`config.mk`:
```
export PLATFORM = sky130hd
export DESIGN_NAME = mitchell_lut_arbiter
export DESIGN_NICKNAME = d
export VERILOG_FILES = /design/src/rtl/mitchell_lut_arbiter.sv
export SDC_FILE = /design/constraint.sdc
export NUM_CORES = 1
export LEC_CHECK = 0
export CAP_MARGIN = 10
export CORE_AREA = 2 2 71 73
export CTS_CLUSTER_SIZE = 8
export DETAILED_ROUTE_END_ITERATION = 10
export DIE_AREA = 0 0 73 75
export PLACE_DENSITY_LB_ADDON = 0.2
export SETUP_SLACK_MARGIN = 0.02
export SYNTH_ARGS = -nofsm -noshare
export SYNTH_HDL_FRONTEND = slang
export SYNTH_SLANG_ARGS = --single-unit
```
`constraint.sdc`:
```
create_clock -name clk -period 2.29 [get_ports clk]
set_input_delay 0.458 -clock clk [delete_from_list [all_inputs] [get_ports clk]]
set_output_delay 0.458 -clock clk [all_outputs]
set_load 0.01 [all_outputs]
```
`src/rtl/mitchell_lut_arbiter.sv`:
```
// rtl/mitchell_lut_arbiter.sv - round-robin arbiter sharing one external Mitchell_lut among NREQ requesters
// Optional macro MITCHELL_ARB_SETTLE2_EN adds a second settle cycle before the result is captured.
module mitchell_lut_arbiter #(
  parameter int NREQ = 4,
  parameter int AW   = 7,
  parameter int CW   = 10,
  localparam int IW  = (NREQ > 1) ? $clog2(NREQ) : 1
) (
  input  logic                 clk,
  input  logic                 rst,
  input  logic [NREQ-1:0]      req_valid,
  input  logic [NREQ*AW-1:0]   req_a,
  input  logic [NREQ*AW-1:0]   req_b,
  output logic [NREQ-1:0]      req_ready,
  output logic [AW-1:0]        lut_a,
  output logic [AW-1:0]        lut_b,
  input  logic [CW-1:0]        lut_c,
  output logic                 rsp_valid,
  input  logic                 rsp_ready,
  output logic [IW-1:0]        rsp_id,
  output logic [CW-1:0]        rsp_c,
  output logic                 busy
);

  localparam logic [1:0] IDLE    = 2'd0;
  localparam logic [1:0] SETTLE  = 2'd1;
  localparam logic [1:0] RESP    = 2'd2;
`ifdef MITCHELL_ARB_SETTLE2_EN
  localparam logic [1:0] SETTLE2 = 2'd3;
`endif

  localparam logic [IW:0] NREQ_W = (IW+1)'(NREQ);

  logic [1:0]    state;
  logic [IW-1:0] ptr;
  logic [IW-1:0] grant;
  logic [IW:0]   cand;
  logic          found;

  // First valid requester after ptr, wrapping modulo NREQ.
  always_comb begin
    grant = ptr;
    found = 1'b0;
    cand  = '0;
    for (int i = 1; i <= NREQ; i++) begin
      cand = {1'b0, ptr} + (IW+1)'(i);
      if (cand >= NREQ_W) cand = cand - NREQ_W;
      if (!found && req_valid[cand[IW-1:0]]) begin
        grant = cand[IW-1:0];
        found = 1'b1;
      end
    end
  end

  assign req_ready = (!rst && state == IDLE && |req_valid) ? (NREQ'(1) << grant) : '0;
  assign rsp_valid = (state == RESP);
  assign busy      = (state != IDLE);

  always_ff @(posedge clk or posedge rst) begin
    if (rst) begin
      state  <= IDLE;
      ptr    <= IW'(NREQ - 1);
      lut_a  <= '0;
      lut_b  <= '0;
      rsp_id <= '0;
      rsp_c  <= '0;
    end else begin
      case (state)
        IDLE: begin
          if (|req_valid) begin
            lut_a  <= req_a[int'(grant)*AW +: AW];
            lut_b  <= req_b[int'(grant)*AW +: AW];
            rsp_id <= grant;
            ptr    <= grant;
            state  <= SETTLE;
          end
        end
        SETTLE: begin
`ifdef MITCHELL_ARB_SETTLE2_EN
          state <= SETTLE2;
`else
          rsp_c <= lut_c;
          state <= RESP;
`endif
        end
`ifdef MITCHELL_ARB_SETTLE2_EN
        SETTLE2: begin
          rsp_c <= lut_c;
          state <= RESP;
        end
`endif
        RESP: begin
          if (rsp_ready) state <= IDLE;
        end
        default: state <= IDLE;
      endcase
    end
  end

endmodule

```
# Word-level counts from Yosys, hierarchy flattened
# Cells that the tools add are included.
[classes]
addsub = 8
mul = 1
div = 0
order_cmp = 8
n_eq_ne = 4
n_shift = 3
mux = 23
bitwise = 0
reduce_logical = 14
[ops]
columns = ["operator", "n"]
rows = [
  ["28-bit by 32-bit variable part select with 7-bit output", 1],
  ["28-bit by 6-bit variable part select with 7-bit output", 1],
  ["2-bit 2-to-1 mux", 10],
  ["3-bit greater-or-equal comparator, second input constant", 4],
  ["2-bit by 3-bit < comparator with 1-bit output, second input constant", 4],
  ["1-bit binary-select mux with 2-bit select", 4],
  ["2-bit by 1-bit subtractor with 2-bit output, second input constant", 4],
  ["1-bit 2-to-1 mux", 7],
  ["2-bit by 2-bit adder with 3-bit output, second input constant", 2],
  ["2-bit case mux with 3 select lines", 1],
  ["1-bit logical AND", 5],
  ["2-bit by 3-bit multiplier with 5-bit output, second input constant", 1],
  ["1-bit logical NOT", 4],
  ["4-bit 2-to-1 mux", 1],
  ["2-bit by 1-bit inequality test with 1-bit output, second input constant", 2],
  ["2-bit AND reduction", 2],
  ["4-bit OR reduction", 1],
  ["1-bit by 2-bit << shifter with 4-bit output, first input constant", 1],
  ["2-bit by 1-bit adder with 3-bit output, second input constant", 1],
  ["2-bit by 3-bit adder with 3-bit output, second input constant", 1],
  ["2-bit by 1-bit == test with 1-bit output, second input constant", 1],
  ["2-bit == test, second input constant", 1],
  ["2-bit logical NOT", 1],
  ["2-bit nonzero test", 1],
]
[word_totals]
reg_bits = 30
latchBits = 0
ram_bits = 0
rom_bits = 0
in_bits = 73
word_cells = 67
n_memories = 0

# Logic depth before layout (Yosys ltp)
# Gate-level depths: netlist of run 1.
[logic_depth]
ltp_word = 17
depth_mapped = 7
depth_no_buf = 5

# Worst setup path after synthesis of run 1
# OpenSTA, ideal clock, no wires.
[synth_path]
path_type = "reg2out"
from = "register state[1]"
to = "output port req_ready[2]"
arrival_time_ns = 1.728
t_required_ns = 1.832
slack_ns = 0.104
stages_incl_launch_ff = 8
path_buffers = 2
path_cell_list = "dfrtp_1 or2_1 a21o_1 buf_4 clkinv_2 nand2_2 buf_4 nor3b_1"
[synth_via]
elab_chain_cells = 4
[synth_lines]
columns = ["item", "line", "text"]
rows = [
  ["from (decl)", "34", "logic [1:0] state;"],
  ["from (signal assigned)", "61", "state <= IDLE;"],
  ["from (signal assigned)", "75", "state <= SETTLE;"],
  ["from (signal assigned)", "83", "state <= RESP;"],
  ["2-bit logical NOT", "55", "assign req_ready = (!rst && state == IDLE && |req_valid) ? (NREQ'(1) << grant) : '0;"],
  ["1-bit logical AND (2 in a row)", "55", ""],
  ["4-bit 2-to-1 mux", "55", ""],
  ["to (decl)", "14", "output logic [NREQ-1:0] req_ready,"],
]
# No other way between the ends.

# Worst setup path in the final report of run 1
[layout_path]
from = "register ptr[0]"
to = "output port req_ready[0]"
[layout_via]
elab_chain_cells = 17
[layout_lines]
columns = ["item", "line", "text"]
rows = [
  ["from (decl)", "35", "logic [IW-1:0] ptr;"],
  ["from (signal assigned)", "62", "ptr <= IW'(NREQ - 1);"],
  ["from (signal assigned)", "74", "ptr <= grant;"],
  ["2-bit by 1-bit adder with 3-bit output", "46", "cand = {1'b0, ptr} + (IW+1)'(i);"],
  ["3-bit greater-or-equal comparator or 2-bit by 1-bit subtractor with 2-bit output (tied branches)", "47", "if (cand >= NREQ_W) cand = cand - NREQ_W;"],
  ["2-bit 2-to-1 mux", "47", ""],
  ["1-bit binary-select mux with 2-bit select", "48", "if (!found && req_valid[cand[IW-1:0]]) begin"],
  ["1-bit 2-to-1 mux (not written as such)", "48", ""],
  ["1-bit 2-to-1 mux", "48", ""],
  ["1-bit logical NOT", "48", ""],
  ["1-bit logical AND", "48", ""],
  ["1-bit 2-to-1 mux", "48", ""],
  ["1-bit logical NOT", "48", ""],
  ["1-bit logical AND", "48", ""],
  ["1-bit 2-to-1 mux", "48", ""],
  ["1-bit logical NOT", "48", ""],
  ["1-bit logical AND", "48", ""],
  ["2-bit 2-to-1 mux *", "48", ""],
  ["1-bit by 2-bit << shifter with 4-bit output *", "55", ""],
  ["4-bit 2-to-1 mux *", "55", ""],
]
# Mark *: on every way between the ends. The rest lies on a longest branch, timed or not. The select of a mux whose other input is x is not followed.

==> impl_metrics.env, run 1 <==
export IMPL_synth_area_um2=1699
export IMPL_die_h_um=75
export IMPL_ys_ff_latch=30
export IMPL_p_leak_nw=1.316
export IMPL_drt_pass1_iter_count=4
export IMPL_setup_worst_path_class="reg -> out"
export IMPL_die_area_um2=5475
export IMPL_cts_root_buffer="clkbuf_8"
export IMPL_worst_path_max_delay_cell="dfstp_2"
export IMPL_worstSetupStartpointType="flip-flop"
export IMPL_finalMaxSlewViolations=0
export IMPL_ir_drop_mv=0.5945
export IMPL_critPathCaptureType="output pin"
export IMPL_final_fill_count=389
export IMPL_cts_tree="yes"
export IMPL_dr_total_vias=1500
export IMPL_worst_r2r_startpoint="ptr[0]"
export IMPL_min_delay_start="lut_a[3]"
export IMPL_first_iter_violations=45
export IMPL_synth_common_cells="dfrtp_1 (28), mux2i_1 (28), nand2_1 (18), o221ai_2 (14), mux2_2 (10)"
export IMPL_timing_hold_worst_path_depth=2
export IMPL_overflow=0
export IMPL_clock_sink_count=30
export IMPL_register_to_register_setup_slack_ps=170
export IMPL_place_area_um2=2834
export IMPL_place_detailed_instances=299
export IMPL_syn_inst=139
export IMPL_critPathMaxFanout=4
export IMPL_worstPathRequired_ps=1830
export IMPL_cts_path_max_buffers=2
export IMPL_cts_buffers=5
export IMPL_grt_setup_unrepaired="true"
export IMPL_cp_arrival_ps=1820
export IMPL_instances_no_fill=310
export IMPL_rr_worst_depth=6
export IMPL_synth_warnings=0
export IMPL_slew_of_the_pin_with_the_lowest_slew_margin_ps=506.5
export IMPL_via_count_of_the_first_global_routing_pass=1479
export IMPL_yosys_area_top_type="dfrtp_1"
export IMPL_count_of_nets_left_with_antenna_violations_after_detail_routing=0
export IMPL_clkSlewWorstSetupHoldPaths_ps=60
export IMPL_worst_clk_skew_ps=6.252
export IMPL_htree_num_levels=2
export IMPL_highest_achievable_clock_rate_mhz=439.3
export IMPL_port_buffers=104
export IMPL_num_nets_final=328
export IMPL_cpPeakStageDelay_ps=560
export IMPL_worstPathCellList="nand2b_4, o21ai_4, a221oi_4, nor4b_4, buf_2"
export IMPL_finalSetupViolCount=0
export IMPL_detail_route_wl_per_cell_um=14.65
export IMPL_drc_errors=0
export IMPL_clkLatencyLatePin_ps=290
export IMPL_initial_core_util=0.3646
export IMPL_ys_types=29
export IMPL_area_growth_synth_to_final_pct=77.32
export IMPL_ys_top_cells_by_area="dfrtp_1 (41%), mux2i_1 (16%), o221ai_2 (12%)"
export IMPL_final_hold_violation_count=0
export IMPL_grtUsageTotal=0.1709
export IMPL_asyncSetResetFlopFracSynth=1.000
export IMPL_outcome="completed"
export IMPL_die_width_um=73
export IMPL_synth_enable_flop_cells=0
export IMPL_worst_hold_path_class="reg -> reg"
export IMPL_slew_headroom=0.6623
export IMPL_seq_area_frac_synth=0.4433
export IMPL_coreArea_um2=4661
export IMPL_synthesis_nets=212
export IMPL_synth_ff_type="dfrtp_1"
export IMPL_r2r_end="lut_a[0]"
export IMPL_post_route_min_period_ps=2276
export IMPL_max_cap_violations=0
export IMPL_vias_per_cell=4.839
export IMPL_final_hold_worst_slack_ps=485.7
export IMPL_grt_start_max_net_pins=31
export IMPL_top_level_ports=105
export IMPL_dp_hpwl_mm=3.455
export IMPL_power_density_nw_per_um2=1269
export IMPL_std_cell_rows=25
export IMPL_hold_end="lut_a[3]"
export IMPL_routabilityCongestion=0.7451
export IMPL_grt_antenna_before_repair=0
export IMPL_layout_drive_gt1_share=0.2500
export IMPL_min_period_over_period=0.9940
export IMPL_grt_pass1_wl_mm=7.031
export IMPL_final_area_um2=3013
export IMPL_yosys_area_top_type_share=0.4124
export IMPL_drt_wl_total_mm=4.540
export IMPL_syn_area_per_cell_um2=12.22
export IMPL_insertedDiodeCount=0
final cells by class:
cell class,count,area [µm²],area share
flip-flops and latches,30,753.2,0.2500
inverters,4,16.27,0.005399
clock inverters,1,30.03,0.009967
clock buffers,7,86.33,0.02865
well taps,54,67.56,0.02243
multi-input cells,96,909.6,0.3019
repair buffers,118,1150,0.3816
registers in the layout (all words and copies together), names as in the netlist:
signal / flops
lut_a: 7
lut_b: 7
ptr: 2
rsp_c: 10
rsp_id: 2
state: 2
layout by cell type (no fill, tap or decap), drive strengths merged, types with 2 or more instances in the layout:
cell type / netlist / final
clkbuf: 2 / 7
clkdlybuf4s50: 0 / 96
mux2i: 29 / 29
or2: 2 / 2
nor2: 4 / 4
nand2: 19 / 19
buf: 7 / 18
o21ai: 3 / 3
o221ai: 14 / 14
a21oi: 3 / 3
dfrtp: 28 / 28
dfstp: 2 / 2
inv: 3 / 3
mux2: 10 / 10
nand2b: 5 / 5
dlygate4sd2: 0 / 4
metrics by stage:
stage | worst slack (ps) | setup TNS (ps) | utilization | power [mW]
after detailed placement | -508.6 | -4033 | 0.6081 | 3.197
final | 13.64 | 0 | 0.6464 | 3.823
after floorplan | 104.4 | 0 | - | 2.267
after global routing | -96.76 | -134.8 | 0.6464 | 4.074
after CTS | 58.45 | 0 | 0.6392 | 3.840
after global placement | -489.2 | -3716 | 0.6081 | 3.168
layer usage:
layer / vias to the layer above / global-route usage / share of wire / routed length [µm]
met3: 9 / 0.06693 / 0.082 / 373
li1: 738 / - / - / -
met1: 688 / 0.2122 / 0.42 / 1893
met4: 0 / 0.06996 / 0.017 / 79
met5: - / 0 / 0 / 0
met2: 65 / 0.2673 / 0.48 / 2194
how the worst max path moves through the flow:
stage	start	endpoint	slack, ps	cells past startpoint
after floorplan	state[1]	req_ready[2]	100	7
after global routing	ptr[0]	req_ready[0]	-100	5
after detailed placement	req_valid[3]	req_ready[1]	-510	7
final	ptr[0]	req_ready[0]	10	5
after CTS	ptr[0]	req_ready[0]	60	5
after global placement	req_valid[3]	req_ready[1]	-490	7
cells by family after synthesis:
family          share of synthesized area
simple gates                      0.09940
compound gates                     0.1679
flops                              0.4433
mux                                0.2393
buf+inv                           0.05007
repair_timing:
action,CTS,global route
gates resized for setup,25,5
setup buffers,3,1
endpoints found under the setup margin,4,14
hold buffers,0,0
gates cloned,0,0
pin swaps,3,1
power by group:
group / total [mW] / switching, mW / leakage [nW] / internal, mW
sequential: 0.967 / 0.148 / 0.358 / 0.820
clock: 0.549 / 0.195 / 0.0585 / 0.354
combinational: 2.31 / 1.00 / 0.899 / 1.30
total: 3.82 / 1.35 / 1.32 / 2.48
critical path: cells and delay by family (launching register included):
kind	cells	cell delay, ps
buffers and inverters	1	180
flip-flops	1	560
AND/OR/NAND/NOR	2	420
AO/OA/AOI/OAI	2	380
(Power assumes the default switching activity.)
==> inputs of run 2 (changes only) <==
- SETUP_SLACK_MARGIN: 0.02 -> 0.4
==> impl_metrics.env, run 2 (synthesized netlist as in run 1, its figures left out) <==
export IMPL_grt_start_max_net_pins=18
export IMPL_top_level_ports=105
export IMPL_cts_tree="yes"
export IMPL_max_cap_violations=0
export IMPL_postCtsHoldBufs=0
export IMPL_overflow=0
export IMPL_grt_pass1_wl_mm=8.086
export IMPL_finalSetupViolCount=1
export IMPL_clock_sink_count=30
export IMPL_insertedDiodeCount=0
export IMPL_worstPathRequired_ps=1830
export IMPL_routed_top_layer="met4"
export IMPL_cpLargestDelayFamily="flip-flops"
export IMPL_die_h_um=75
export IMPL_failed_checks="negative setup slack"
export IMPL_die_width_um=73
export IMPL_min_delay_start="lut_b[3]"
export IMPL_drc_errors=0
export IMPL_num_nets_final=340
export IMPL_grt_antenna_before_repair=0
export IMPL_slew_of_the_pin_with_the_lowest_slew_margin_ps=492.7
export IMPL_largest_register_ffs=10
export IMPL_outcome="complete, but fails checks"
export IMPL_ir_drop_mv=0.6786
export IMPL_clkSlewWorstSetupHoldPaths_ps=60
export IMPL_final_critical_path_setup_slack_ps=-14.90
export IMPL_finalMaxSlewViolations=0
export IMPL_first_iter_violations=33
export IMPL_layout_cells_most_common_list="clkdlybuf4s50_1 (94), dfrtp_1 (28), mux2i_4 (18), nand2_1 (18), o221ai_2 (14)"
export IMPL_cp_arrival_ps=1850
export IMPL_die_area_um2=5475
export IMPL_worstPathCellList="nand2b_4, o21ai_2, a221oi_4, buf_6, nor4b_4, buf_2"
export IMPL_cts_buffers=5
export IMPL_met1Wirelength_mm=2.132
export IMPL_worst_hold_path_class="reg -> reg"
export IMPL_vias_per_cell=4.938
export IMPL_preCtsSetupSlack_ps=-530.9
export IMPL_port_buffers=104
export IMPL_p_leak_nw=1.425
export IMPL_power_density_nw_per_um2=1314
export IMPL_layout_commonest_cell="clkdlybuf4s50_1"
export IMPL_count_of_nets_left_with_antenna_violations_after_detail_routing=0
export IMPL_routabilityCongestion=0.7115
export IMPL_worstSetupStartpointType="flip-flop"
export IMPL_highest_achievable_clock_rate_mhz=433.9
export IMPL_worst_clk_skew_ps=3.060
export IMPL_drt_wl_total_mm=5.204
export IMPL_final_hold_violation_count=0
export IMPL_min_period_over_period=1.007
export IMPL_slew_headroom=0.6715
export IMPL_critPathMaxFanout=4
export IMPL_worst_r2r_startpoint="ptr[0]"
export IMPL_sum_of_met2_wire_segment_lengths_after_detailed_routing_mm=2.738
export IMPL_setup_worst_path_class="reg -> out"
export IMPL_grt_setup_unrepaired="true"
export IMPL_area_growth_synth_to_final_pct=104.2
export IMPL_cp_num_buf_inv=2
export IMPL_post_route_min_period_ps=2305
export IMPL_final_fill_count=317
export IMPL_drt_pass1_iter_count=4
export IMPL_worst_path_max_delay_cell="dfstp_2"
export IMPL_cpPeakStageDelay_ps=570
export IMPL_htree_num_levels=2
export IMPL_cts_path_max_buffers=2
export IMPL_layout_drive_gt1_share=0.3806
export IMPL_instances_no_fill=322
export IMPL_dr_total_vias=1590
export IMPL_detail_route_wl_per_cell_um=16.16
export IMPL_largest_registers="rsp_c: 10 flops, lut_a: 7 flops, lut_b: 7 flops"
export IMPL_coreArea_um2=4661
export IMPL_critPathCaptureType="output pin"
export IMPL_via_count_of_the_first_global_routing_pass=1638
export IMPL_largest_register="rsp_c"
export IMPL_setup_worst_path_start="ptr[0]"
export IMPL_clkLatencyLatePin_ps=270
export IMPL_cts_root_buffer="clkbuf_8"
export IMPL_grtUsageTotal=0.1931
export IMPL_met3_length_um=274
export IMPL_initial_core_util=0.3646
export IMPL_dp_hpwl_mm=3.687
export IMPL_place_detailed_instances=301
export IMPL_std_cell_rows=25
run 2: cell types whose count changed in the layout (fill, tap and decap cells not counted), sizes merged:
| cell | change |
|---|---|
| clkdlybuf4s50 | -2 |
| dlymetal6s2s | +2 |
| clkbuf | +1 |
| buf | +9 |
| clkinv | +2 |
run 2: path summary, 6_finish.rpt:
kind                                end  slack, ps  cells after the start
setup / recovery           req_ready[0]        -10                      6
hold / removal                 lut_b[3]        490                      2
setup reg to reg               lut_a[6]        250                      9
hold reg to reg                lut_b[3]        490                      2
max in group asynchronous        ptr[1]       1310                      3
min in group asynchronous      lut_b[5]        710                      3
run 2: where the power goes:
group          switching (mW)  total [mW]  internal (mW)  leakage, nW
Clock                   0.200       0.520          0.320       0.0579
Sequential              0.155       0.975          0.820        0.358
Combinational            1.26        3.06           1.81         1.01
run 2: metal layers:
metal / vias up / global-route usage
met3: 7 / 0.05221
met1: 753 / 0.2381
met2: 55 / 0.3363
li1: 775 / -
met4: 0 / 0.04938
met5: - / 0
run 2: through the flow:
stage	util	instance area [µm²]	TNS (ps)	hold slack (ps)	power, mW
after floorplan	-	1744	0	481.0	2.328
after global placement	0.6201	2890	-2304	464.5	3.218
after detailed placement	0.6201	2890	-2993	474.4	3.264
final	0.7444	3470	-14.90	485.9	4.560
after CTS	0.6854	3194	-18.09	491.2	4.134
after global routing	0.7444	3470	-187.2	514.7	4.831
run 2: area by class of cell:
type | count | area [µm²] | area share
Clock buffer | 5 | 68.82 | 0.01983
Clock inverter | 3 | 40.04 | 0.01154
Inverter | 4 | 16.27 | 0.004688
Multi-Input combinational cell | 96 | 1179 | 0.3397
Sequential cell | 30 | 753.2 | 0.2171
Tap cell | 54 | 67.56 | 0.01947
Timing Repair Buffer | 130 | 1345 | 0.3877
run 2: worst min-delay path: stages (launching register included):
cell and delay (ps):
dfrtp_1 340, nand2_1 60, o221ai_2 50
run 2: repair_timing:
| action | 4_1_cts | 5_1_grt |
|---|---|---|
| pin swaps | 3 | 7 |
| setup endpoints to repair | 20 | 20 |
| cloned | 0 | 3 |
| gates resized for setup | 54 | 32 |
| setup buffers | 7 | 3 |
